File: src/rtl/accum_alu_pkg.sv
// Shared definitions for the accumulator ALU: opcodes, error codes, handshake
// states and the iterative-unit mode select.
package accum_alu_pkg;

    typedef enum logic [3:0] {
        OP_NOP     = 4'b0000,
        OP_ILLEGAL = 4'b0001,
        OP_ADD     = 4'b0010,
        OP_SUB     = 4'b0011,
        OP_MUL     = 4'b0100,
        OP_DIV     = 4'b0101,
        OP_MOD     = 4'b0110,
        OP_OR      = 4'b0111,
        OP_AND     = 4'b1000,
        OP_XOR     = 4'b1001,
        OP_NAND    = 4'b1010,
        OP_NOR     = 4'b1011,
        OP_XNOR    = 4'b1100,
        OP_NOT     = 4'b1101,
        OP_SET     = 4'b1110,
        OP_CLR     = 4'b1111
    } op_e;

    localparam logic [1:0] ERR_NONE    = 2'b00;
    localparam logic [1:0] ERR_BORROW  = 2'b01;
    localparam logic [1:0] ERR_DIVZ    = 2'b10;
    localparam logic [1:0] ERR_ILLEGAL = 2'b11;

    typedef enum logic {
        IDLE = 1'b0,
        BUSY = 1'b1
    } state_e;

    typedef enum logic [1:0] {
        MD_MUL = 2'b00,
        MD_DIV = 2'b01,
        MD_MOD = 2'b10
    } md_mode_e;

endpackage

File: src/rtl/iter_muldiv.sv
// Iterative shift-add multiplier / restoring divider, one bit per cycle over W
// cycles. result is the value produced by the final iteration, valid while done=1.
module iter_muldiv
    import accum_alu_pkg::*;
#(
    parameter int W = 16
) (
    input  logic           CLK,
    input  logic           RST_N,
    input  logic           start,
    input  md_mode_e       mode,
    input  logic [W-1:0]   a,
    input  logic [W-1:0]   b,
    output logic           busy,
    output logic           done,
    output logic [2*W-1:0] result
);
    localparam int CW = $clog2(W + 1);

    md_mode_e      mode_q;
    logic [W-1:0]  hi_q;
    logic [W-1:0]  lo_q;
    logic [W-1:0]  m_q;
    logic [CW-1:0] cnt_q;
    logic [W:0]    opx;
    logic [W:0]    opy;
    logic [W:0]    sum;
    logic [W-1:0]  hi_d;
    logic [W-1:0]  lo_d;

    // {hi,lo} is one shift register: product for mul, remainder:quotient for div/mod.
    always_comb begin
        opx  = '0;
        opy  = '0;
        sum  = '0;
        hi_d = hi_q;
        lo_d = lo_q;
        if (mode_q == MD_MUL) begin
            opx  = {1'b0, hi_q};
            opy  = lo_q[0] ? {1'b0, m_q} : '0;
            sum  = opx + opy;
            hi_d = sum[W:1];
            lo_d = {sum[0], lo_q[W-1:1]};
        end else begin
            // Remainder stays below the divisor, so sum[W] is a true borrow flag.
            opx  = {hi_q, lo_q[W-1]};
            opy  = {1'b0, m_q};
            sum  = opx - opy;
            hi_d = sum[W] ? opx[W-1:0] : sum[W-1:0];
            lo_d = {lo_q[W-2:0], ~sum[W]};
        end
    end

    always_comb begin
        result = '0;
        case (mode_q)
            MD_MUL:  result = {hi_d, lo_d};
            MD_DIV:  result = {{W{1'b0}}, lo_d};
            default: result = {{W{1'b0}}, hi_d};
        endcase
    end

    assign done = busy && (cnt_q == CW'(W - 1));

    always_ff @(posedge CLK) begin
        if (!RST_N) begin
            busy  <= 1'b0;
            cnt_q <= '0;
        end else if (start) begin
            busy  <= 1'b1;
            cnt_q <= '0;
        end else if (busy) begin
            cnt_q <= cnt_q + CW'(1);
            if (done) begin
                busy <= 1'b0;
            end
        end
    end

    always_ff @(posedge CLK) begin
        if (start) begin
            mode_q <= mode;
            hi_q   <= '0;
            lo_q   <= a;
            m_q    <= b;
        end else if (busy) begin
            hi_q <= hi_d;
            lo_q <= lo_d;
        end
    end

endmodule

File: src/rtl/accum_alu.sv
// 2W-bit accumulator ALU: single-cycle add/sub/logic ops, multi-cycle mul/div/mod
// behind a VALID/READY handshake with a one-cycle DONE pulse per completion.
module accum_alu
    import accum_alu_pkg::*;
#(
    parameter int W = 16
) (
    input  logic           CLK,
    input  logic           RST_N,
    input  logic [W-1:0]   IN,
    input  logic [3:0]     OP,
    input  logic           VALID,
    output logic           READY,
    output logic [2*W-1:0] OUT,
    output logic [1:0]     ERR,
    output logic           DONE
);
    state_e         state_q;
    state_e         state_d;
    logic [2*W-1:0] acc_q;
    logic [1:0]     err_q;
    logic           done_q;
    op_e            op;
    logic [W-1:0]   fbk;
    logic           accept;
    logic           iter_start;
    logic [W:0]     add_sum;
    logic [2*W-1:0] sc_res;
    logic [1:0]     sc_err;
    md_mode_e       md_mode;
    logic           md_busy;
    logic           md_done;
    logic [2*W-1:0] md_res;

    assign op         = op_e'(OP);
    assign fbk        = acc_q[W-1:0];
    assign READY      = (state_q == IDLE);
    assign accept     = VALID && READY;
    assign iter_start = accept && ((op == OP_MUL) ||
                        (((op == OP_DIV) || (op == OP_MOD)) && (IN != '0)));
    assign md_mode    = (op == OP_MUL) ? MD_MUL : (op == OP_DIV) ? MD_DIV : MD_MOD;
    assign add_sum    = {1'b0, fbk} + {1'b0, IN};

    iter_muldiv #(.W(W)) u_muldiv (
        .CLK    (CLK),
        .RST_N  (RST_N),
        .start  (iter_start),
        .mode   (md_mode),
        .a      (fbk),
        .b      (IN),
        .busy   (md_busy),
        .done   (md_done),
        .result (md_res)
    );

    // Mul/div/mod only reach this path with a zero divisor (mul never does).
    always_comb begin
        sc_res = acc_q;
        sc_err = ERR_NONE;
        case (op)
            OP_NOP:     sc_res = acc_q;
            OP_ILLEGAL: sc_err = ERR_ILLEGAL;
            OP_ADD:     sc_res = {{(W-1){1'b0}}, add_sum};
            OP_SUB: begin
                sc_res = {{W{1'b0}}, fbk} - {{W{1'b0}}, IN};
                sc_err = (IN > fbk) ? ERR_BORROW : ERR_NONE;
            end
            OP_MUL, OP_DIV, OP_MOD: begin
                sc_res = '0;
                sc_err = ERR_DIVZ;
            end
            OP_OR:      sc_res = {{W{1'b0}}, fbk | IN};
            OP_AND:     sc_res = {{W{1'b0}}, fbk & IN};
            OP_XOR:     sc_res = {{W{1'b0}}, fbk ^ IN};
            OP_NAND:    sc_res = {{W{1'b0}}, ~(fbk & IN)};
            OP_NOR:     sc_res = {{W{1'b0}}, ~(fbk | IN)};
            OP_XNOR:    sc_res = {{W{1'b0}}, ~(fbk ^ IN)};
            OP_NOT:     sc_res = {{W{1'b0}}, ~fbk};
            OP_SET:     sc_res = '1;
            OP_CLR:     sc_res = '0;
            default:    sc_res = acc_q;
        endcase
    end

    always_comb begin
        state_d = state_q;
        case (state_q)
            IDLE: if (iter_start) state_d = BUSY;
            BUSY: if (md_done || !md_busy) state_d = IDLE;
            default: state_d = IDLE;
        endcase
    end

    always_ff @(posedge CLK) begin
        if (!RST_N) begin
            state_q <= IDLE;
        end else begin
            state_q <= state_d;
        end
    end

    always_ff @(posedge CLK) begin
        if (!RST_N) begin
            acc_q  <= '0;
            err_q  <= ERR_NONE;
            done_q <= 1'b0;
        end else begin
            done_q <= 1'b0;
            if (accept && !iter_start) begin
                acc_q  <= sc_res;
                err_q  <= sc_err;
                done_q <= 1'b1;
            end else if ((state_q == BUSY) && md_done) begin
                acc_q  <= md_res;
                err_q  <= ERR_NONE;
                done_q <= 1'b1;
            end
        end
    end

    assign OUT  = acc_q;
    assign ERR  = err_q;
    assign DONE = done_q;

endmodule

File: config.mk
export PLATFORM = sky130hd
export DESIGN_NAME = accum_alu
export DESIGN_NICKNAME = d
export VERILOG_FILES = /design/src/rtl/accum_alu_pkg.sv /design/src/rtl/iter_muldiv.sv /design/src/rtl/accum_alu.sv
export SDC_FILE = /design/constraint.sdc
export NUM_CORES = 1
export LEC_CHECK = 0
export CAP_MARGIN = 20
export CORE_MARGIN = 1
export CORE_UTILIZATION = 60
export DETAILED_ROUTE_END_ITERATION = 10
export GPL_ROUTABILITY_DRIVEN = 0
export PLACE_DENSITY = 0.81
export SLEW_MARGIN = 5
export SYNTH_ARGS = -nofsm -noshare
export SYNTH_HDL_FRONTEND = slang
export SYNTH_HIERARCHICAL = 1
export SYNTH_SLANG_ARGS = --single-unit
File: constraint.sdc
create_clock -name CLK -period 6.1 [get_ports CLK]
set_input_delay 1.22 -clock CLK [delete_from_list [all_inputs] [get_ports CLK]]
set_output_delay 1.22 -clock CLK [all_outputs]
set_load 0.01 [all_outputs]
==> impl_metrics.prom, run 1 <==
# TYPE chip_impl_metric gauge
chip_impl_info{name="outcome",value="finished clean"} 1
chip_impl_metric{name="pin_count",unit=""} 59
chip_impl_metric{name="placedInstanceArea",unit="mm^2"} 0.009997
chip_impl_metric{name="clk_transition_reported_paths",unit="ps"} 70
chip_impl_metric{name="yosysWarnings",unit=""} 6
chip_impl_metric{name="post_synth_edffs",unit=""} 34
chip_impl_metric{name="crit_path_max_incr_delay",unit="ps"} 670
chip_impl_metric{name="htree_levels",unit=""} 3
chip_impl_metric{name="vdd_drop_max",unit="uV"} 135.0
chip_impl_metric{name="area.growth.synth_to_final",unit="%"} 9.840
chip_impl_metric{name="die_w",unit="um"} 126.9
chip_impl_metric{name="final_core_utilization",unit="%"} 67.62
chip_impl_metric{name="min_period_over_period",unit="%"} 72.28
chip_impl_metric{name="achievable-frequency",unit="GHz"} 0.2268
chip_impl_info{name="main_combinational_cell_family_by_area_after_synthesis",value="compound AO/OA/AOI/OAI gates"} 1
chip_impl_info{name="ys_top_cells_by_area",value="dfxtp_1 12%, ha_1 11%, edfxtp_1 11%, a21oi_1 5.2%, o21ai_0 4.9%"} 1
chip_impl_info{name="crit_path_start_kind",value="primary input"} 1
chip_impl_metric{name="grt_pass1_vias",unit=""} 8891
chip_impl_metric{name="power_density",unit="mW/mm^2"} 282.4
chip_impl_info{name="timing.hold.worst.start",value="u_muldiv/cnt_q[4]$_SDFFE_PP0P_"} 1
chip_impl_info{name="worst_path_max_delay_cell",value="a221oi_4"} 1
chip_impl_info{name="worst-setup-path-type",value="in -> reg"} 1
chip_impl_info{name="worstSetupEndpointType",value="flip-flop"} 1
chip_impl_metric{name="pin_count_of_the_biggest_net_entering_global_routing",unit=""} 41
chip_impl_metric{name="floorplan.initialDensity",unit="%"} 61.56
chip_impl_metric{name="muxShareOfSynthArea",unit="%"} 5.789
chip_impl_metric{name="synth.top_cell.area_share",unit="%"} 12.41
chip_impl_metric{name="maxCapViolCount",unit=""} 0
chip_impl_metric{name="finalWorstPathRequiredPeriod",unit="ps"} 4409
chip_impl_metric{name="synthesis.instances",unit=""} 1204
chip_impl_info{name="path_cells",value="clkdlybuf4s50_1, ha_1, fa_1, or2_4, a221oi_4, o22ai_2, o22ai_2, o22ai_1, or2_4, a221oi_4, a21oi_1"} 1
chip_impl_metric{name="cellLeakagePower",unit="nW"} 4.217
chip_impl_info{name="most_area_hungry_cell_type_in_the_yosys_netlist",value="dfxtp_1"} 1
chip_impl_info{name="cts_tree",value="done"} 1
chip_impl_metric{name="place_ws",unit="ps"} 1378
chip_impl_metric{name="cts_made_buffers",unit=""} 9
chip_impl_metric{name="cp.required",unit="ps"} 6290
chip_impl_info{name="ys_top_cells_by_count",value="115 x nor2_1, 97 x a21oi_1, 92 x o21ai_0"} 1
chip_impl_metric{name="synth.ff_latch_count",unit=""} 92
chip_impl_info{name="hp-class",value="reg -> reg"} 1
chip_impl_metric{name="routed_wirelength",unit="um"} 29400
chip_impl_metric{name="mapped_cell_area",unit="mm^2"} 0.009359
chip_impl_metric{name="die_area",unit="mm^2"} 0.01610
chip_impl_info{name="synth_ff_type",value="dfxtp_1"} 1
chip_impl_metric{name="worst-slew-pin-transition",unit="ps"} 888.9
chip_impl_metric{name="clockBufferDepth",unit=""} 2
chip_impl_metric{name="layout.nets",unit=""} 1330
chip_impl_metric{name="clk-insertion-delay-late",unit="ps"} 350
chip_impl_metric{name="vias_per_cell",unit=""} 6.817
chip_impl_metric{name="wl_per_cell",unit="um"} 20.82
chip_impl_info{name="setup.worst_path.start",value="IN[0]"} 1
chip_impl_metric{name="yosys.area_share.xor_xnor",unit="%"} 4.398
chip_impl_metric{name="final_layout_size_suffix_gt1_share",unit="%"} 5.474
chip_impl_metric{name="port_buffers",unit=""} 58
chip_impl_metric{name="final-max-slew-violation-count",unit=""} 0
chip_impl_metric{name="synth_cell_type_count",unit=""} 90
chip_impl_metric{name="dr.pass1.iters",unit=""} 8
chip_impl_info{name="cts.root.buffer_cell",value="clkbuf_16"} 1
chip_impl_info{name="rsz0062_at_grt",value="false"} 1
chip_impl_metric{name="post_cts_resized",unit=""} 0
chip_impl_metric{name="die_h",unit="um"} 126.9
chip_impl_metric{name="n_antenna_cell",unit=""} 0
chip_impl_metric{name="design_area",unit="mm^2"} 0.01028
chip_impl_metric{name="final_hold_viol_count",unit=""} 0
chip_impl_metric{name="synth_async_sr_flop_share",unit="%"} 0
chip_impl_metric{name="cts_hold_repair.buffers",unit=""} 0
chip_impl_info{name="post-synth-top-count-cell",value="nor2_1"} 1
chip_impl_metric{name="grt_overflow",unit=""} 0
chip_impl_metric{name="dp_hpwl",unit="um"} 22270
chip_impl_metric{name="fin_setup_tns",unit="ps"} 0
chip_impl_metric{name="clkSinkCount",unit=""} 92
chip_impl_info{name="crit-reg2reg-launch",value="u_muldiv/lo_q[15]$_DFFE_PP_"} 1
chip_impl_metric{name="max_slew_margin",unit="%"} 40.74
chip_impl_metric{name="synthesis.area_per_instance",unit="um^2"} 7.773
chip_impl_metric{name="remaining_design_rule_violation_count",unit=""} 0
chip_impl_metric{name="dr.first_iter.drc_count",unit=""} 1302
chip_impl_metric{name="synth.net_count",unit=""} 1315
chip_impl_metric{name="grt_first_pass_wirelength",unit="um"} 46530
chip_impl_metric{name="post_route_skew",unit="ps"} 9.115
chip_impl_metric{name="post_route_ant_nets",unit=""} 0
chip_impl_metric{name="final-setup-viol-count",unit=""} 0
chip_impl_metric{name="fin_total_pwr",unit="mW"} 2.903
chip_impl_metric{name="synth_simple_gate_area_share",unit="%"} 19.00
chip_impl_metric{name="detailroute.via_count",unit=""} 9625
chip_impl_metric{name="grt_util_all_layers",unit="%"} 36.51
chip_impl_metric{name="synth-adder-area-share",unit="%"} 12.09
chip_impl_metric{name="design.core.area",unit="mm^2"} 0.01520
chip_impl_metric{name="layout_setup_ws",unit="ps"} 1691
chip_impl_metric{name="fp-row-count",unit=""} 45
chip_impl_metric{name="wp_data_arrival",unit="ps"} 4600
chip_impl_metric{name="antenna_found_initial",unit=""} 0
chip_impl_metric{name="crit_path_max_fanout",unit=""} 16
chip_impl_metric{name="compound_gate_fraction_of_synth_area",unit="%"} 28.42
chip_impl_metric{name="ys_seq_area_share",unit="%"} 23.32
chip_impl_metric{name="post_cts_buffers",unit=""} 0
==> cells in the final DEF, fill, tap and decap left out, types with 6 or more instances in the layout <==
| cell | count |
|---|---|
| a2111oi_0 | 6 |
| a211oi_1 | 20 |
| a21o_1 | 15 |
| a21oi_1 | 97 |
| a221oi_1 | 9 |
| a311oi_1 | 10 |
| a31oi_1 | 17 |
| and2_1 | 22 |
| and3_1 | 13 |
| buf_4 | 17 |
| clkbuf_16 | 9 |
| clkdlybuf4s50_1 | 58 |
| dfxtp_1 | 58 |
| edfxtp_1 | 34 |
| ha_1 | 84 |
| inv_1 | 88 |
| mux2i_1 | 44 |
| nand2_1 | 80 |
| nand2b_1 | 18 |
| nand3_1 | 25 |
| nor2_1 | 114 |
| nor2b_1 | 23 |
| nor3_1 | 29 |
| nor4_1 | 8 |
| o211ai_1 | 7 |
| o21a_1 | 10 |
| o21ai_0 | 92 |
| o22ai_1 | 23 |
| o31ai_1 | 10 |
| or3_1 | 9 |
| xnor2_1 | 30 |
| xor2_1 | 17 |
==> worst max-delay path: cells and delay by family <==
family	cells	cell delay, ps
AOI/OAI and AO/OA	6	1630
adders and majority gates	2	690
and+or+nand+nor	2	550
buffers and inverters	1	500
==> flip-flops by register name, indices dropped and copies added, names as in the netlist, 2 cells and up <==
register / cells
OUT: 32
u_muldiv/hi_q: 16
u_muldiv/lo_q: 16
u_muldiv/m_q: 16
u_muldiv/cnt_q: 5
ERR: 2
u_muldiv/mode_q: 2
==> per-stage QoR <==
stage,hold slack (ps),instances
finish,495.0,1412
global route,503.0,1412
detailed placement,485.9,1396
global placement,463.2,1396
CTS,497.2,1412
floorplan,456.3,1204
==> cells by family (layout without fill, tap and decap cells) <==
logic type	count (synthesis)	count (layout)
AOI/OAI and AO/OA	396	396
and+or+nand+nor	367	367
buffers and inverters	162	182
DFF	92	92
adders and majority gates	88	88
muxes	52	52
xor gates and xnor gates	47	47
==> routing by layer <==
| metal | part of all wire [%] | GRT usage [%] |
|---|---|---|
| met2 | 45 | 59.44 |
| met5 | 0 | 0 |
| met4 | 6.1 | 20.66 |
| met3 | 9.9 | 5.356 |
| met1 | 39 | 46.37 |
==> cell type report <==
cell class	instances	area (um^2)
clock buffer	9	225.2
clock inverter	7	57.56
fill	1313	4922
inverter	91	341.6
multi-input combinational	950	6530
sequential	92	2182
tap	188	235.2
timing repair buffer	75	708.2
==> final timing paths <==
kind	end	slack, ps	cells past startpoint
max	OUT[30]$_SDFFE_PN0P_	1690	11
min	u_muldiv/cnt_q[4]$_SDFFE_PP0P_	490	2
max reg2reg	OUT[15]$_SDFFE_PN0P_	2110	15
min reg2reg	u_muldiv/cnt_q[4]$_SDFFE_PP0P_	490	2
==> report_power, final <==
| group | switching [mW] | total, mW | leakage, nW | internal [mW] |
|---|---|---|---|---|
| clock | 0.256 | 0.539 | 0.144 | 0.283 |
| combinational | 0.902 | 1.53 | 3.28 | 0.630 |
| sequential | 0.115 | 0.832 | 0.791 | 0.717 |
No activity file was read; power rests on OpenSTA's default activity.
==> inputs of run 2 (changes only) <==
==> constraint.sdc (replaced) <==
create_clock -name CLK -period 4.2 [get_ports CLK]
set_input_delay 0.84 -clock CLK [delete_from_list [all_inputs] [get_ports CLK]]
set_output_delay 0.84 -clock CLK [all_outputs]
set_load 0.01 [all_outputs]
==> impl_metrics.prom, run 2 (same netlist as run 1, synthesis figures left out) <==
# TYPE chip_impl_metric gauge
chip_impl_metric{name="wp_data_arrival",unit="ps"} 4060
chip_impl_metric{name="dr.pass1.iters",unit=""} 5
chip_impl_metric{name="final-setup-viol-count",unit=""} 0
chip_impl_metric{name="floorplan.initialDensity",unit="%"} 61.56
chip_impl_metric{name="met3_usage",unit="%"} 5.905
chip_impl_info{name="layout.cells.most_common_list",value="114 x nor2_1, 97 x a21oi_1, 92 x o21ai_0"} 1
chip_impl_metric{name="reg_power_share",unit="%"} 28.1
chip_impl_metric{name="antenna_found_initial",unit=""} 0
chip_impl_metric{name="finalWorstPathRequiredPeriod",unit="ps"} 3829
chip_impl_metric{name="area.growth.synth_to_final",unit="%"} 11.86
chip_impl_metric{name="n_antenna_cell",unit=""} 0
chip_impl_info{name="worstSetupEndpointType",value="flip-flop"} 1
chip_impl_metric{name="dp_hpwl",unit="um"} 22820
chip_impl_metric{name="crit_path_max_incr_delay",unit="ps"} 450
chip_impl_metric{name="vias_per_cell",unit=""} 6.813
chip_impl_metric{name="clockBufferDepth",unit=""} 2
chip_impl_metric{name="power.clock.fraction",unit="%"} 19.6
chip_impl_metric{name="design.core.area",unit="mm^2"} 0.01520
chip_impl_metric{name="cellLeakagePower",unit="nW"} 4.324
chip_impl_metric{name="remaining_design_rule_violation_count",unit=""} 0
chip_impl_metric{name="maxCapViolCount",unit=""} 0
chip_impl_metric{name="die_h",unit="um"} 126.9
chip_impl_metric{name="final_layout_size_suffix_gt1_share",unit="%"} 6.999
chip_impl_info{name="cts.root.buffer_cell",value="clkbuf_16"} 1
chip_impl_metric{name="pwr-share-comb",unit="%"} 52.3
chip_impl_metric{name="detailroute.via_count",unit=""} 9749
chip_impl_metric{name="fin_setup_tns",unit="ps"} 0
chip_impl_metric{name="vdd_drop_max",unit="uV"} 249.5
chip_impl_metric{name="clk_transition_reported_paths",unit="ps"} 70
chip_impl_metric{name="achievable-frequency",unit="GHz"} 0.2612
chip_impl_metric{name="htree_levels",unit=""} 3
chip_impl_metric{name="grt_first_pass_wirelength",unit="um"} 47830
chip_impl_metric{name="worst-slew-pin-transition",unit="ps"} 1174
chip_impl_metric{name="post_route_skew",unit="ps"} 8.509
chip_impl_metric{name="use_met2",unit="%"} 60.86
chip_impl_metric{name="cts_made_buffers",unit=""} 9
chip_impl_info{name="worst_setup_path_endpoint",value="OUT[15]$_SDFFE_PN0P_"} 1
chip_impl_metric{name="switching_share",unit="%"} 43.48
chip_impl_metric{name="grt_overflow",unit=""} 0
chip_impl_info{name="mostFrequentLayoutCell",value="nor2_1"} 1
chip_impl_metric{name="setup_slack_of_the_worst_register_to_register_path",unit="ps"} 370
chip_impl_info{name="rsz0062_at_grt",value="false"} 1
chip_impl_info{name="setup.worst_path.start",value="u_muldiv/lo_q[15]$_DFFE_PP_"} 1
chip_impl_metric{name="flip_flop_count_of_the_largest_register_all_copies_and_words_added",unit=""} 32
chip_impl_info{name="hp-class",value="reg -> reg"} 1
chip_impl_metric{name="timing.reg2reg.worst_path_depth",unit=""} 15
chip_impl_metric{name="dr.first_iter.drc_count",unit=""} 1299
chip_impl_metric{name="die_area",unit="mm^2"} 0.01610
chip_impl_metric{name="clkSinkCount",unit=""} 92
chip_impl_info{name="cts_tree",value="done"} 1
chip_impl_info{name="worst_path_max_delay_cell",value="or3_1"} 1
chip_impl_info{name="outcome",value="finished clean"} 1
chip_impl_metric{name="post_route_ant_nets",unit=""} 0
chip_impl_metric{name="port_buffers",unit=""} 58
chip_impl_metric{name="routed_wirelength",unit="um"} 30170
chip_impl_metric{name="pin_count_of_the_biggest_net_entering_global_routing",unit=""} 57
chip_impl_metric{name="netSwitchingPower",unit="mW"} 1.863
chip_impl_info{name="worst-setup-path-type",value="reg -> reg"} 1
chip_impl_metric{name="final-max-slew-violation-count",unit=""} 0
chip_impl_info{name="path_cells",value="inv_1, ha_1, inv_1, fa_1, a211oi_1, o21ai_0, nor2b_2, o21ai_2, nand2_1, a221oi_2, a31oi_1, or3_1, o211ai_1, o22a_1, o31ai_1"} 1
chip_impl_metric{name="layout.nets",unit=""} 1349
chip_impl_metric{name="min_period_over_period",unit="%"} 91.17
chip_impl_metric{name="post_cts_buffers",unit=""} 0
chip_impl_metric{name="clk-insertion-delay-late",unit="ps"} 360
chip_impl_info{name="crit_path_start_kind",value="flip-flop"} 1
chip_impl_metric{name="gr_met1_demand_resource",unit="%"} 48.52
chip_impl_metric{name="design_area",unit="mm^2"} 0.01047
chip_impl_metric{name="cp.required",unit="ps"} 4430
chip_impl_metric{name="crit_path_max_fanout",unit=""} 6
chip_impl_metric{name="cts_hold_repair.buffers",unit=""} 0
chip_impl_info{name="reg2reg_to",value="OUT[15]$_SDFFE_PN0P_"} 1
chip_impl_metric{name="die_w",unit="um"} 126.9
chip_impl_info{name="crit-reg2reg-launch",value="u_muldiv/lo_q[15]$_DFFE_PP_"} 1
chip_impl_metric{name="placedInstanceArea",unit="mm^2"} 0.01016
chip_impl_metric{name="pin_count",unit=""} 59
chip_impl_info{name="top_usage_layer",value="met2"} 1
chip_impl_metric{name="fp-row-count",unit=""} 45
chip_impl_metric{name="final_core_utilization",unit="%"} 68.86
chip_impl_metric{name="grt_util_all_layers",unit="%"} 37.97
chip_impl_metric{name="power_density",unit="mW/mm^2"} 409.2
chip_impl_metric{name="internal_power",unit="mW"} 2.421
chip_impl_metric{name="max_slew_margin",unit="%"} 21.36
chip_impl_metric{name="final_hold_viol_count",unit=""} 0
chip_impl_metric{name="grt_pass1_vias",unit=""} 8963
chip_impl_info{name="path_common_cell",value="inv_1"} 1
chip_impl_metric{name="wl_per_cell",unit="um"} 21.09
-- run 2: per-layer routing --
layer | wire length [um] | vias to the layer above
met5 | 0 | -
li1 | - | 4455
met2 | 13480 | 637
met1 | 11770 | 4525
met4 | 1798 | 0
met3 | 3115 | 132
-- run 2: power by group through the flow --
| stage | sequential, mW | clock, mW | combinational [mW] |
|---|---|---|---|
| 2_1_floorplan | 1.17 | 0 | 1.62 |
| 3_3_place_gp | 1.21 | 0 | 2.12 |
| 3_5_place_dp | 1.21 | 0 | 2.16 |
| 4_1_cts | 1.19 | 0.841 | 2.18 |
| 5_1_grt | 1.21 | 0.870 | 2.44 |
| 6_report | 1.20 | 0.839 | 2.24 |
-- run 2: per-stage QoR --
| step | setup WS, ps | hold WS (ps) | power [mW] | cells |
|---|---|---|---|---|
| 2_1_floorplan | 683.5 | 456.3 | 2.785 | 1204 |
| 3_3_place_gp | 264.6 | 464.0 | 3.330 | 1415 |
| 3_5_place_dp | 210.9 | 471.7 | 3.372 | 1415 |
| 4_1_cts | 271.8 | 481.5 | 4.215 | 1431 |
| 5_1_grt | 86.95 | 512.5 | 4.523 | 1431 |
| 6_report | 370.9 | 477.0 | 4.284 | 1431 |
-- run 2: worst min-delay path by stage --
stage	startpoint	to	slack, ps	depth (start not counted)
after CTS	u_muldiv/cnt_q[4]$_SDFFE_PP0P_	u_muldiv/cnt_q[4]$_SDFFE_PP0P_	480	2
after global routing	u_muldiv/cnt_q[4]$_SDFFE_PP0P_	u_muldiv/cnt_q[4]$_SDFFE_PP0P_	510	2
after global placement	u_muldiv/cnt_q[4]$_SDFFE_PP0P_	u_muldiv/cnt_q[4]$_SDFFE_PP0P_	460	2
after floorplan	u_muldiv/cnt_q[4]$_SDFFE_PP0P_	u_muldiv/cnt_q[4]$_SDFFE_PP0P_	460	2
final	u_muldiv/cnt_q[4]$_SDFFE_PP0P_	u_muldiv/cnt_q[4]$_SDFFE_PP0P_	480	2
after detailed placement	u_muldiv/cnt_q[4]$_SDFFE_PP0P_	u_muldiv/cnt_q[4]$_SDFFE_PP0P_	470	2
-- run 2: cell type report --
cell class / count / area, um^2
Inverter: 91 / 341.6
Sequential cell: 92 / 2182
Timing Repair Buffer: 94 / 875.8
Clock inverter: 6 / 47.55
Multi-Input combinational cell: 950 / 6536
Clock buffer: 10 / 250.2
Tap cell: 188 / 235.2
Fill cell: 1250 / 4733
-- run 2: worst max-delay path: cells and delay by family, from the launching register on --
kind,cells,cell delay (ps)
buf+inv,2,240
compound gates,8,1600
flops,1,400
fa+ha+maj,2,630
simple gates,3,840
-- run 2: what timing repair did --
item | 4_1_cts | 5_1_grt
gates resized for setup | 0 | 1
endpoints found under the setup margin | 0 | 1
endpoints found under the hold margin | 0 | 0
==> inputs of run 3 (changes only) <==
==> constraint.sdc (replaced) <==
create_clock -name CLK -period 4.1 [get_ports CLK]
set_input_delay 0.82 -clock CLK [delete_from_list [all_inputs] [get_ports CLK]]
set_output_delay 0.82 -clock CLK [all_outputs]
set_load 0.01 [all_outputs]
==> impl_metrics.prom, run 3 (same netlist as run 1, synthesis figures left out) <==
# TYPE chip_impl_metric gauge
chip_impl_metric{name="post_route_skew",unit="ps"} 9.141
chip_impl_metric{name="area.growth.synth_to_final",unit="%"} 12.11
chip_impl_metric{name="clk_transition_reported_paths",unit="ps"} 70
chip_impl_info{name="reg2reg_to",value="OUT[15]$_SDFFE_PN0P_"} 1
chip_impl_metric{name="die_h",unit="um"} 126.9
chip_impl_metric{name="numPlacedInstances",unit=""} 1421
chip_impl_metric{name="dr.pass1.iters",unit=""} 6
chip_impl_metric{name="post_route_ant_nets",unit=""} 0
chip_impl_metric{name="final-setup-viol-count",unit=""} 0
chip_impl_info{name="worst-setup-path-type",value="reg -> reg"} 1
chip_impl_metric{name="cellLeakagePower",unit="nW"} 4.345
chip_impl_metric{name="maxCapViolCount",unit=""} 0
chip_impl_metric{name="setup_slack_of_the_worst_register_to_register_path",unit="ps"} 330
chip_impl_metric{name="final_cells",unit=""} 1437
chip_impl_metric{name="grt_pass1_vias",unit=""} 9039
chip_impl_info{name="rsz0062_at_grt",value="false"} 1
chip_impl_metric{name="max_slew_margin",unit="%"} 24.05
chip_impl_metric{name="grt_overflow",unit=""} 0
chip_impl_metric{name="htree_levels",unit=""} 3
chip_impl_info{name="worstSetupEndpointType",value="flip-flop"} 1
chip_impl_info{name="outcome",value="finished clean"} 1
chip_impl_metric{name="design.core.area",unit="mm^2"} 0.01520
chip_impl_metric{name="fin_setup_tns",unit="ps"} 0
chip_impl_metric{name="flip_flop_count_of_the_largest_register_all_copies_and_words_added",unit=""} 32
chip_impl_metric{name="grt_util_all_layers",unit="%"} 37.91
chip_impl_metric{name="cts_hold_repair.buffers",unit=""} 0
chip_impl_metric{name="layout.nets",unit=""} 1355
chip_impl_metric{name="path_buf_inv",unit=""} 2
chip_impl_metric{name="cts_made_buffers",unit=""} 9
chip_impl_info{name="hp-class",value="reg -> reg"} 1
chip_impl_metric{name="detailroute.via_count",unit=""} 9647
chip_impl_metric{name="achievable-frequency",unit="GHz"} 0.2650
chip_impl_metric{name="wl_per_cell",unit="um"} 21.01
chip_impl_metric{name="final_layout_size_suffix_gt1_share",unit="%"} 7.446
chip_impl_metric{name="post_cts_buffers",unit=""} 0
chip_impl_info{name="cts_tree",value="done"} 1
chip_impl_metric{name="min_period_over_period",unit="%"} 92.04
chip_impl_metric{name="fin_total_pwr",unit="mW"} 4.362
chip_impl_metric{name="crit_path_max_fanout",unit=""} 6
chip_impl_info{name="setup.worst_path.start",value="u_muldiv/lo_q[15]$_DFFE_PP_"} 1
chip_impl_metric{name="clk-insertion-delay-late",unit="ps"} 360
chip_impl_metric{name="pin_count_of_the_biggest_net_entering_global_routing",unit=""} 50
chip_impl_metric{name="pin_count",unit=""} 59
chip_impl_metric{name="finalWorstPathRequiredPeriod",unit="ps"} 3774
chip_impl_metric{name="timing.reg2reg.worst_path_depth",unit=""} 15
chip_impl_metric{name="vdd_drop_max",unit="uV"} 294.4
chip_impl_metric{name="final-max-slew-violation-count",unit=""} 0
chip_impl_metric{name="port_buffers",unit=""} 58
chip_impl_metric{name="grt_first_pass_wirelength",unit="um"} 47450
chip_impl_metric{name="final_core_utilization",unit="%"} 69.02
chip_impl_metric{name="post_cts_resized",unit=""} 0
chip_impl_metric{name="wp_data_arrival",unit="ps"} 4010
chip_impl_metric{name="die_area",unit="mm^2"} 0.01610
chip_impl_metric{name="final_hold_viol_count",unit=""} 0
chip_impl_metric{name="timing.hold.worst_path_depth",unit=""} 2
chip_impl_metric{name="n_antenna_cell",unit=""} 0
chip_impl_info{name="min_to",value="u_muldiv/cnt_q[4]$_SDFFE_PP0P_"} 1
chip_impl_metric{name="remaining_design_rule_violation_count",unit=""} 0
chip_impl_metric{name="floorplan.initialDensity",unit="%"} 61.56
chip_impl_info{name="mostFrequentLayoutCell",value="nor2_1"} 1
chip_impl_metric{name="crit_path_max_incr_delay",unit="ps"} 430
chip_impl_metric{name="design_area",unit="mm^2"} 0.01049
chip_impl_metric{name="vias_per_cell",unit=""} 6.713
chip_impl_metric{name="worst-slew-pin-transition",unit="ps"} 1134
chip_impl_metric{name="die_w",unit="um"} 126.9
chip_impl_info{name="path_delay_family",value="compound AO/OA/AOI/OAI gates"} 1
chip_impl_metric{name="clkSinkCount",unit=""} 92
chip_impl_info{name="cts.root.buffer_cell",value="clkbuf_16"} 1
chip_impl_metric{name="clockBufferDepth",unit=""} 2
chip_impl_metric{name="dr.first_iter.drc_count",unit=""} 1245
chip_impl_metric{name="dp_hpwl",unit="um"} 23070
chip_impl_metric{name="fp-row-count",unit=""} 45
chip_impl_info{name="path_common_cell",value="inv_1"} 1
chip_impl_info{name="crit_path_start_kind",value="flip-flop"} 1
chip_impl_info{name="worst_path_max_delay_cell",value="fa_1"} 1
chip_impl_metric{name="antenna_found_initial",unit=""} 0
chip_impl_info{name="crit-reg2reg-launch",value="u_muldiv/lo_q[15]$_DFFE_PP_"} 1
chip_impl_info{name="timing.hold.worst.start",value="u_muldiv/cnt_q[4]$_SDFFE_PP0P_"} 1
chip_impl_info{name="path_cells",value="inv_1, ha_1, inv_1, fa_1, a211oi_1, o21ai_0, nor2b_2, o21ai_2, nand2_1, a221oi_2, a31oi_1, or3_1, o211ai_1, o22a_1, o31ai_1"} 1
chip_impl_metric{name="power_density",unit="mW/mm^2"} 415.7
chip_impl_metric{name="routed_wirelength",unit="um"} 30190
chip_impl_metric{name="placedInstanceArea",unit="mm^2"} 0.01020
chip_impl_metric{name="cp.required",unit="ps"} 4330
chip_impl_info{name="layout.cells.most_common_list",value="114 x nor2_1, 97 x a21oi_1, 92 x o21ai_0"} 1
## run 3: final cells by class
class	count	area, um^2
multi-input cells	950	6536
fillers	1253	4710
flip-flops and latches	92	2182
repair buffers	100	908.4
inverters	91	341.6
well taps	188	235.2
clock buffers	9	225.2
clock inverters	7	63.81
## run 3: where the power goes
part	internal [mW]	total, mW	switching [mW]
Clock	0.427	0.829	0.402
Sequential	1.07	1.23	0.159
Combinational	0.960	2.31	1.35
Total	2.45	4.36	1.91
## run 3: stage by stage
stage	worst slack [ps]	hold WS, ps
finish	326.2	478.5
global route	80.88	513.1
CTS	257.9	480.1
detailed placement	169.8	470.0
global placement	215.3	463.6
floorplan	603.5	456.3
## run 3: layer usage
layer	global-route usage, %	wire, um
met1	47.61	11890
met2	60.08	13340
met3	7.423	3083
met4	23.32	1877
met5	0	0
## run 3: worst max-delay path by stage
stage	endpoint	slack, ps	depth (start not counted)
final	OUT[15]$_SDFFE_PN0P_	330	15
after global routing	OUT[3]$_SDFFE_PN0P_	80	17
after CTS	OUT[15]$_SDFFE_PN0P_	260	15
after detailed placement	OUT[27]$_SDFFE_PN0P_	170	11
after global placement	OUT[16]$_SDFFE_PN0P_	220	12
after floorplan	u_muldiv/lo_q[0]$_DFFE_PP_	600	7
## run 3: worst reg2reg max path, stage by stage (launching register included)
cell	delay [ps]
edfxtp_1	380
inv_1	130
ha_1	190
inv_1	60
fa_1	430
a211oi_1	350
o21ai_0	150
nor2b_2	200
o21ai_2	200
nand2_1	180
a221oi_2	400
a31oi_1	180
or3_1	430
o211ai_1	140
o22a_1	190
o31ai_1	60
